--- config.mk ---
export PLATFORM = sky130hd
export DESIGN_NAME = prog_launcher
export DESIGN_NICKNAME = d
export VERILOG_FILES = /design/src/rtl/launcher_pkg.sv /design/src/rtl/phase_timer.sv /design/src/rtl/prog_launcher.sv
export SDC_FILE = /design/constraint.sdc
export NUM_CORES = 1
export LEC_CHECK = 0
export ABC_CLOCK_PERIOD_IN_PS = 2190
export CAP_MARGIN = 20
export CORE_UTILIZATION = 38
export CTS_BUF_LIST = sky130_fd_sc_hd__clkbuf_16
export CTS_CLUSTER_DIAMETER = 60
export DETAILED_ROUTE_END_ITERATION = 10
export PLACE_DENSITY = 0.65
export SETUP_SLACK_MARGIN = 0.1
export SYNTH_ARGS = -nofsm -noshare
export SYNTH_HDL_FRONTEND = slang
export SYNTH_SLANG_ARGS = --single-unit
--- constraint.sdc ---
create_clock -name Clk -period 2.19 [get_ports Clk]
set_clock_uncertainty 0.1 [all_clocks]
set_input_delay 0.3285 -clock Clk [delete_from_list [all_inputs] [get_ports Clk]]
set_output_delay 0.3285 -clock Clk [all_outputs]
set_load 0.02 [all_outputs]
--- src/rtl/launcher_pkg.sv ---
// Shared types and default parameter values for the program launcher.
package launcher_pkg;
  localparam int DEF_PROG_W    = 2;
  localparam int DEF_CNT_W     = 16;
  localparam int DEF_RST_CYC   = 2;
  localparam int DEF_START_CYC = 1;
  localparam int DEF_TIMEOUT   = 1000;
  localparam int PHASE_W       = 8;

  typedef enum logic [2:0] {
    IDLE   = 3'd0,
    RST    = 3'd1,
    START  = 3'd2,
    ARM    = 3'd3,
    RUN    = 3'd4,
    REPORT = 3'd5,
    DONE   = 3'd6
  } launch_state_t;
endpackage

--- src/rtl/phase_timer.sv ---
// Loadable down-counter; zero flags the last cycle of a CpuReset/CpuStart phase.
module phase_timer
  import launcher_pkg::*;
#(
  parameter int W = PHASE_W
) (
  input  logic         clk,
  input  logic         reset,
  input  logic         load,
  input  logic [W-1:0] load_val,
  output logic         zero
);
  logic [W-1:0] cnt_q, cnt_d;

  always_comb begin
    cnt_d = cnt_q;
    if (load) cnt_d = load_val;
    else if (cnt_q != '0) cnt_d = cnt_q - W'(1);
  end

  always_ff @(posedge clk) begin
    if (reset) cnt_q <= '0;
    else cnt_q <= cnt_d;
  end

  assign zero = (cnt_q == '0);
endmodule

--- src/rtl/prog_launcher.sv ---
// Batch sequencer for the CPU Reset/Start/Ack handshake: launches each program,
// times the run until the CPU halts again, and reports one result per program.
module prog_launcher
  import launcher_pkg::*;
#(
  parameter int PROG_W    = DEF_PROG_W,
  parameter int CNT_W     = DEF_CNT_W,
  parameter int RST_CYC   = DEF_RST_CYC,
  parameter int START_CYC = DEF_START_CYC,
  parameter int TIMEOUT   = DEF_TIMEOUT
) (
  input  logic              Clk,
  input  logic              Reset,
  input  logic              Go,
  input  logic [PROG_W-1:0] LastProg,
  input  logic              Ack,
  output logic              CpuReset,
  output logic              CpuStart,
  output logic [PROG_W-1:0] ProgIdx,
  output logic              Busy,
  output logic              Done,
  output logic              ResValid,
  output logic [CNT_W-1:0]  ResCycles,
  output logic              ResTimeout,
  output logic [2:0]        DbgState
);
  localparam logic [CNT_W-1:0]   TIMEOUT_C = CNT_W'(TIMEOUT);
  localparam logic [PHASE_W-1:0] RST_LD    = PHASE_W'(RST_CYC - 1);
  localparam logic [PHASE_W-1:0] START_LD  = PHASE_W'(START_CYC - 1);

  launch_state_t     state_q, state_d;
  logic [CNT_W-1:0]  count_q, count_d, count_inc;
  logic [PROG_W-1:0] last_q, last_d, prog_idx_q, prog_idx_d;
  logic [CNT_W-1:0]  res_cycles_q, res_cycles_d;
  logic              res_timeout_q, res_timeout_d;
  logic              cpu_reset_q, cpu_reset_d, cpu_start_q, cpu_start_d;
  logic              done_q, done_d, res_valid_q, res_valid_d;
  logic              tmr_load, tmr_zero;
  logic [PHASE_W-1:0] tmr_val;

  phase_timer #(.W(PHASE_W)) u_phase_timer (
    .clk      (Clk),
    .reset    (Reset),
    .load     (tmr_load),
    .load_val (tmr_val),
    .zero     (tmr_zero)
  );

  assign count_inc = count_q + CNT_W'(1);

  always_comb begin
    state_d       = state_q;
    count_d       = count_q;
    last_d        = last_q;
    prog_idx_d    = prog_idx_q;
    res_cycles_d  = res_cycles_q;
    res_timeout_d = res_timeout_q;
    tmr_load      = 1'b0;
    tmr_val       = '0;
    case (state_q)
      IDLE, DONE: begin
        if (Go) begin
          last_d     = LastProg;
          prog_idx_d = '0;
          state_d    = RST;
          tmr_load   = 1'b1;
          tmr_val    = RST_LD;
        end
      end
      RST: begin
        if (tmr_zero) begin
          state_d  = START;
          tmr_load = 1'b1;
          tmr_val  = START_LD;
        end
      end
      START: begin
        if (tmr_zero) begin
          state_d = ARM;
          count_d = '0;
        end
      end
      // The exit condition is checked before the limit so a same-cycle exit wins.
      ARM: begin
        count_d = count_inc;
        if (!Ack) begin
          state_d = RUN;
        end else if (count_inc >= TIMEOUT_C) begin
          state_d       = REPORT;
          res_timeout_d = 1'b1;
          res_cycles_d  = TIMEOUT_C;
        end
      end
      RUN: begin
        count_d = count_inc;
        if (Ack) begin
          state_d       = REPORT;
          res_timeout_d = 1'b0;
          res_cycles_d  = count_inc;
        end else if (count_inc >= TIMEOUT_C) begin
          state_d       = REPORT;
          res_timeout_d = 1'b1;
          res_cycles_d  = TIMEOUT_C;
        end
      end
      // A timed-out CPU is reset again before the next program is started.
      REPORT: begin
        if (prog_idx_q == last_q) begin
          state_d = DONE;
        end else begin
          prog_idx_d = prog_idx_q + PROG_W'(1);
          tmr_load   = 1'b1;
          if (res_timeout_q) begin
            state_d = RST;
            tmr_val = RST_LD;
          end else begin
            state_d = START;
            tmr_val = START_LD;
          end
        end
      end
      default: state_d = IDLE;
    endcase

    cpu_reset_d = (state_d == RST);
    cpu_start_d = (state_d == START);
    done_d      = (state_d == DONE);
    res_valid_d = (state_d == REPORT);
  end

  always_ff @(posedge Clk) begin
    if (Reset) begin
      state_q       <= IDLE;
      count_q       <= '0;
      last_q        <= '0;
      prog_idx_q    <= '0;
      res_cycles_q  <= '0;
      res_timeout_q <= 1'b0;
      cpu_reset_q   <= 1'b0;
      cpu_start_q   <= 1'b0;
      done_q        <= 1'b0;
      res_valid_q   <= 1'b0;
    end else begin
      state_q       <= state_d;
      count_q       <= count_d;
      last_q        <= last_d;
      prog_idx_q    <= prog_idx_d;
      res_cycles_q  <= res_cycles_d;
      res_timeout_q <= res_timeout_d;
      cpu_reset_q   <= cpu_reset_d;
      cpu_start_q   <= cpu_start_d;
      done_q        <= done_d;
      res_valid_q   <= res_valid_d;
    end
  end

  assign CpuReset   = cpu_reset_q;
  assign CpuStart   = cpu_start_q;
  assign ProgIdx    = prog_idx_q;
  assign Busy       = (state_q != IDLE) && (state_q != DONE);
  assign Done       = done_q;
  assign ResValid   = res_valid_q;
  assign ResCycles  = res_cycles_q;
  assign ResTimeout = res_timeout_q;
  assign DbgState   = state_q;
endmodule

==> flow_metrics.tcl, run 1 <==
set metrics [dict create \
    outcome "completed" \
    final_util 0.543 \
    endpoint_kind "flop" \
    wl_met2_um 3690 \
    clock-root-buffer "clkbuf_16" \
    seqCellArea_um2 1060 \
    htreeDepth 2 \
    drc 0 \
    power.internal_w 0.00234 \
    sequentialPowerShare 0.328 \
    clk_latency_ns 0.30 \
    p_clk_frac 0.242 \
    dp.final_hpwl_um 5540 \
    drive_above_1_share 0.231 \
    met1_length_um 3950 \
    vias_per_cell 5.63 \
    final_cell_count_no_fill 524 \
    cts-buffers-inserted 5 \
    wl_per_cell_um 15.5 \
    slew_headroom 0.643 \
    netlist_top_cells_area "dfxtp_1 35%, nor2_1 6.2%, a21oi_1 4.9%" \
    finalHoldViolations 0 \
    pre_cts_ws_ns 0.0704 \
    r2r_setup_slack_ns 0.04 \
    most-common-layout-cells "47 x nor2_1, 43 x dfxtp_1, 41 x buf_4" \
    drtIter0Drc 236 \
    grt_pass1_wl_um 13200 \
    wirelength_um 8120 \
    area_growth_pct 35.4 \
    dp_cells 507 \
    rows 31 \
    coreArea_um2 7370 \
    grtUsageTotal 0.197 \
    hold_class "reg2reg" \
    num_vias 2950 \
    setup_violations 0 \
    leakagePower_nw 1.58 \
    ir_drop_v 0.000403 \
    routed.top_layer "met4" \
    start_util 0.401 \
    cts_tree "built" \
    fin_crit_sh 0.984 \
    io_pins 33 \
    synth_nets 375 \
    netlist_area_um2 2960 \
    synth_flop_cell "dfxtp_1" \
    multi_input_area_um2 1880 \
    async_flop_share 0 \
    p_per_area_nw_per_um2 927 \
    port_buffers 32 \
    cp_data_arrival_time_ns 2.26 \
    cts_buffer_depth 2 \
    synth-edff-count 0 \
    critical_path_class "reg2reg" \
    nets 433 \
    grt_pass1_vias 2714 \
    path_clk_slew_ns 0.07 \
    synth_top_cell_area_share 0.352 \
    rsz0062_at_grt "true" \
    syn_inst 366 \
    start_kind "flop" \
    clock-sinks 52 \
    antenna_found_initial 0 \
    final_common_cell "nor2_1" \
    netSwitchingPower_w 0.00137 \
    path_max_fanout 7 \
    wl_met3_um 378 \
    fillers 687 \
    cp.required_ns 2.29 \
    die_area_um2 8130 \
    drtAntennaViolNets 0 \
    slew_violations 0 \
    synth_warnings 0 \
    min_period_ns 2.15 \
    pwr-share-comb 0.430 \
    grt_overflow 0 \
    die_w_um 90.2 \
    ys_types 56 \
    switching_share 0.368 \
    fmax_ghz 0.464 \
    grt_max_degree 43 \
    synth-seq-area-share 0.352 \
    maxCapViolations 0 \
    dr.pass1.iters 4 \
    antenna_cells 0 \
    syn_avg_cell_area_um2 8.07 \
    worst_pin_slew_ns 0.535 \
    place.gp.congestion 0.883 \
    layout_setup_ws_ns 0.0357 \
    cts_hold_buf 0 \
    yosysTopAreaCell "dfxtp_1" \
    dieHeight_um 90.2 \
    synth.ff_latch_count 52 \
]
==> routing by layer <==
metal,GRT usage,vias up
li1,-,1440
met1,0.274,1412
met2,0.317,88
met3,0.0305,10
met4,0.0497,0
met5,0,-
==> worst max-delay path: stages, from the launching register on <==
cell       delay [ns]
dfxtp_4          0.39
ha_4             0.17
nand3_4          0.12
nor4_4           0.35
mux2i_2          0.29
nand2_1          0.11
and3_4           0.19
clkbuf_16        0.16
o41ai_2          0.18
==> cells in the mapped netlist, types with 4 or more instances <==
master,instances
a22oi_1,13
a31oi_1,7
and3_1,6
nor3b_1,5
inv_1,12
nand2b_1,4
dfxtp_1,52
xor2_1,12
nor3_1,8
clkbuf_1,16
or3_1,6
a41o_1,8
a221oi_1,4
nor2_1,49
nand3_1,10
buf_2,7
nor2b_1,4
nand3b_1,6
nand2_1,20
nand4_1,7
xnor2_1,11
o21ai_0,16
a21oi_1,29
==> logic make-up (layout without fill, tap and decap cells) <==
group | count (synthesis) | after routing | synth area share
and+or+nand+nor | 144 | 144 | 0.264
AOI/OAI and AO/OA | 102 | 102 | 0.234
DFF | 52 | 52 | 0.352
buffers and inverters | 39 | 98 | 0.0588
xor gates and xnor gates | 23 | 23 | 0.0682
adders and majority gates | 3 | 3 | 0.0127
muxes | 3 | 3 | 0.0102
==> what timing repair did <==
| item | in CTS | in global routing |
|---|---|---|
| pin swaps | 1 | 18 |
| cloned | 0 | 1 |
| resized for setup | 6 | 23 |
| hold endpoints to repair | 0 | 0 |
| endpoints found under the setup margin | 20 | 30 |
| setup buffers | 0 | 8 |
==> registers in the layout (all words and copies together), names as in the netlist, 2 cells and up <==
register	flops
last_q	2
ProgIdx	2
count_q	16
ResCycles	16
DbgState	3
u_phase_timer.cnt_q	8
==> cell type report <==
cell class / count / area share
well taps: 99 / 0.0309
inverters: 12 / 0.0113
flip-flops and latches: 52 / 0.264
clock buffers: 5 / 0.0313
clock inverters: 3 / 0.0106
multi-input cells: 275 / 0.469
repair buffers: 78 / 0.183
==> power groups by stage <==
| stage | Combinational [W] | Sequential (W) | Clock (W) |
|---|---|---|---|
| finish | 0.00160 | 0.00122 | 0.000898 |
| global route | 0.00177 | 0.00124 | 0.000953 |
| CTS | 0.00154 | 0.00121 | 0.000913 |
| detailed placement | 0.00151 | 0.00123 | 0 |
| global placement | 0.00151 | 0.00122 | 0 |
| floorplan | 0.000978 | 0.00124 | 0 |
==> worst paths after layout <==
path	start	to	depth (start not counted)
setup reg to reg	count_q[0]$_SDFFE_PP0P_	ResTimeout$_SDFFE_PP0P_	8
hold / removal	ResCycles[6]$_SDFFE_PP0P_	ResCycles[6]$_SDFFE_PP0P_	2
setup / recovery	count_q[0]$_SDFFE_PP0P_	ResTimeout$_SDFFE_PP0P_	8
hold reg to reg	ResCycles[6]$_SDFFE_PP0P_	ResCycles[6]$_SDFFE_PP0P_	2
==> stage by stage <==
step	hold WS, ns	area [um^2]	power, W	setup TNS, ns
after floorplan	0.376	2990	0.00222	0
after global placement	0.344	3610	0.00273	0
after detailed placement	0.352	3610	0.00274	0
after CTS	0.362	3800	0.00366	0
after global routing	0.379	4000	0.00397	-0.659
final	0.357	4000	0.00371	0
(Power assumes the default switching activity.)
==> run 2: changes to the inputs <==
--- a/config.mk
+++ b/config.mk
@@ -7,12 +7,11 @@
 export LEC_CHECK = 0
 export ABC_CLOCK_PERIOD_IN_PS = 2190
 export CAP_MARGIN = 20
-export CORE_UTILIZATION = 38
+export CORE_UTILIZATION = 35
 export CTS_BUF_LIST = sky130_fd_sc_hd__clkbuf_16
 export CTS_CLUSTER_DIAMETER = 60
 export DETAILED_ROUTE_END_ITERATION = 10
-export PLACE_DENSITY = 0.65
-export SETUP_SLACK_MARGIN = 0.1
+export PLACE_DENSITY = 0.61
 export SYNTH_ARGS = -nofsm -noshare
 export SYNTH_HDL_FRONTEND = slang
 export SYNTH_SLANG_ARGS = --single-unit
==> run 2 against run 1 <==
Global-route usage shrank 0.27 points. Power shrank 2.7%. Maximum frequency shrank 0.49%. First-iteration DRC count shrank 37%.
==> flow_metrics.tcl, run 2 (synthesis gave the netlist of run 1 again) <==
set metrics [dict create \
    outcome "completed" \
    wl_per_cell_um 15.3 \
    wl_met2_um 3850 \
    coreArea_um2 8180 \
    leakagePower_nw 1.53 \
    grt_max_degree 43 \
    clock-root-buffer "clkbuf_16" \
    cp.required_ns 2.32 \
    setup_violations 0 \
    finalHoldViolations 0 \
    wl_met3_um 381 \
    path_max_fanout 7 \
    clk_latency_ns 0.29 \
    layout_setup_ws_ns 0.0250 \
    path_clk_slew_ns 0.07 \
    area_growth_pct 32.6 \
    cts_hold_buf 0 \
    antenna_cells 0 \
    fillers 832 \
    drtIter0Drc 148 \
    cp_data_arrival_time_ns 2.29 \
    routed.top_layer "met4" \
    pre_cts_ws_ns 0.0352 \
    hold_class "reg2reg" \
    worst_pin_slew_ns 0.484 \
    place.gp.congestion 0.908 \
    grt_overflow 0 \
    clock-sinks 52 \
    drtAntennaViolNets 0 \
    antenna_found_initial 0 \
    die_w_um 93.9 \
    start_kind "flop" \
    dr.pass1.iters 4 \
    most-common-layout-cells "49 x nor2_1, 45 x dfxtp_1, 41 x buf_4" \
    min_period_ns 2.16 \
    rows 33 \
    nets 432 \
    p_per_area_nw_per_um2 922 \
    vias_per_cell 5.45 \
    slew_headroom 0.677 \
    maxCapViolations 0 \
    port_buffers 32 \
    cts_tree "built" \
    wirelength_um 8090 \
    dieHeight_um 93.9 \
    num_vias 2884 \
    io_pins 33 \
    dp_cells 519 \
    cts_buffer_depth 2 \
    grt_pass1_vias 2687 \
    final_common_cell "nor2_1" \
    critical_path_class "reg2reg" \
    start_util 0.361 \
    htreeDepth 2 \
    ir_drop_v 0.000405 \
    met1_length_um 3780 \
    fin_crit_sh 0.989 \
    die_area_um2 8820 \
    cts-buffers-inserted 5 \
    slew_violations 0 \
    endpoint_kind "flop" \
    fmax_ghz 0.462 \
    drive_above_1_share 0.208 \
    drc 0 \
    dp.final_hpwl_um 5710 \
    grtUsageTotal 0.194 \
    grt_pass1_wl_um 13500 \
    final_cell_count_no_fill 529 \
]
-- run 2: power breakdown --
group | internal [W] | total (W) | switching, W
clock | 0.000426 | 0.000795 | 0.000369
sequential | 0.00108 | 0.00122 | 0.000145
combinational | 0.000737 | 0.00160 | 0.000860
total | 0.00224 | 0.00361 | 0.00137
-- run 2: layout make-up --
cell class	count	area (um^2)	share of cell area
clock buffer	5	125	0.0319
clock inverter	3	23.8	0.00606
inverter	12	45.0	0.0115
multi-input combinational	275	1830	0.467
sequential	52	1060	0.270
tap	105	131	0.0335
timing repair buffer	77	707	0.180
-- run 2: path summary, 6_finish.rpt --
kind | cells after the start | to | slack (ns) | startpoint
min | 2 | ResCycles[6]$_SDFFE_PP0P_ | 0.36 | ResCycles[6]$_SDFFE_PP0P_
min reg2reg | 2 | ResCycles[6]$_SDFFE_PP0P_ | 0.36 | ResCycles[6]$_SDFFE_PP0P_
max reg2reg | 5 | ResValid$_SDFF_PP0_ | 0.03 | u_phase_timer.cnt_q[2]$_SDFFE_PP0P_
max | 5 | ResValid$_SDFF_PP0_ | 0.03 | u_phase_timer.cnt_q[2]$_SDFFE_PP0P_
-- run 2: timing repair --
action,4_1_cts,5_1_grt
gates cloned,0,0
endpoints found under the setup margin,1,23
setup buffers,0,2
gates resized for setup,3,22
pin swaps,0,6
-- run 2: routing by layer --
metal / global-route usage / vias to the layer above
li1: - / 1434
met5: 0 / -
met3: 0.0299 / 12
met4: 0.0397 / 0
met2: 0.325 / 78
met1: 0.263 / 1360
-- run 2: per-stage QoR --
| step | area, um^2 | total power, W | setup TNS, ns | utilization | hold WS (ns) |
|---|---|---|---|---|---|
| after floorplan | 2970 | 0.00222 | 0 | - | 0.376 |
| after global placement | 3660 | 0.00276 | -0.00869 | 0.448 | 0.335 |
| after detailed placement | 3660 | 0.00277 | 0 | 0.448 | 0.351 |
| after CTS | 3810 | 0.00357 | 0 | 0.466 | 0.362 |
| after global routing | 3920 | 0.00387 | -0.0123 | 0.479 | 0.380 |
| final | 3920 | 0.00361 | 0 | 0.479 | 0.355 |
-- run 2: worst max-delay path: stages (launching register included) --
cell	delay (ns)
dfxtp_4	0.36
or4_4	0.55
or4_4	0.51
o21a_1	0.18
o221a_1	0.24
a21oi_2	0.16
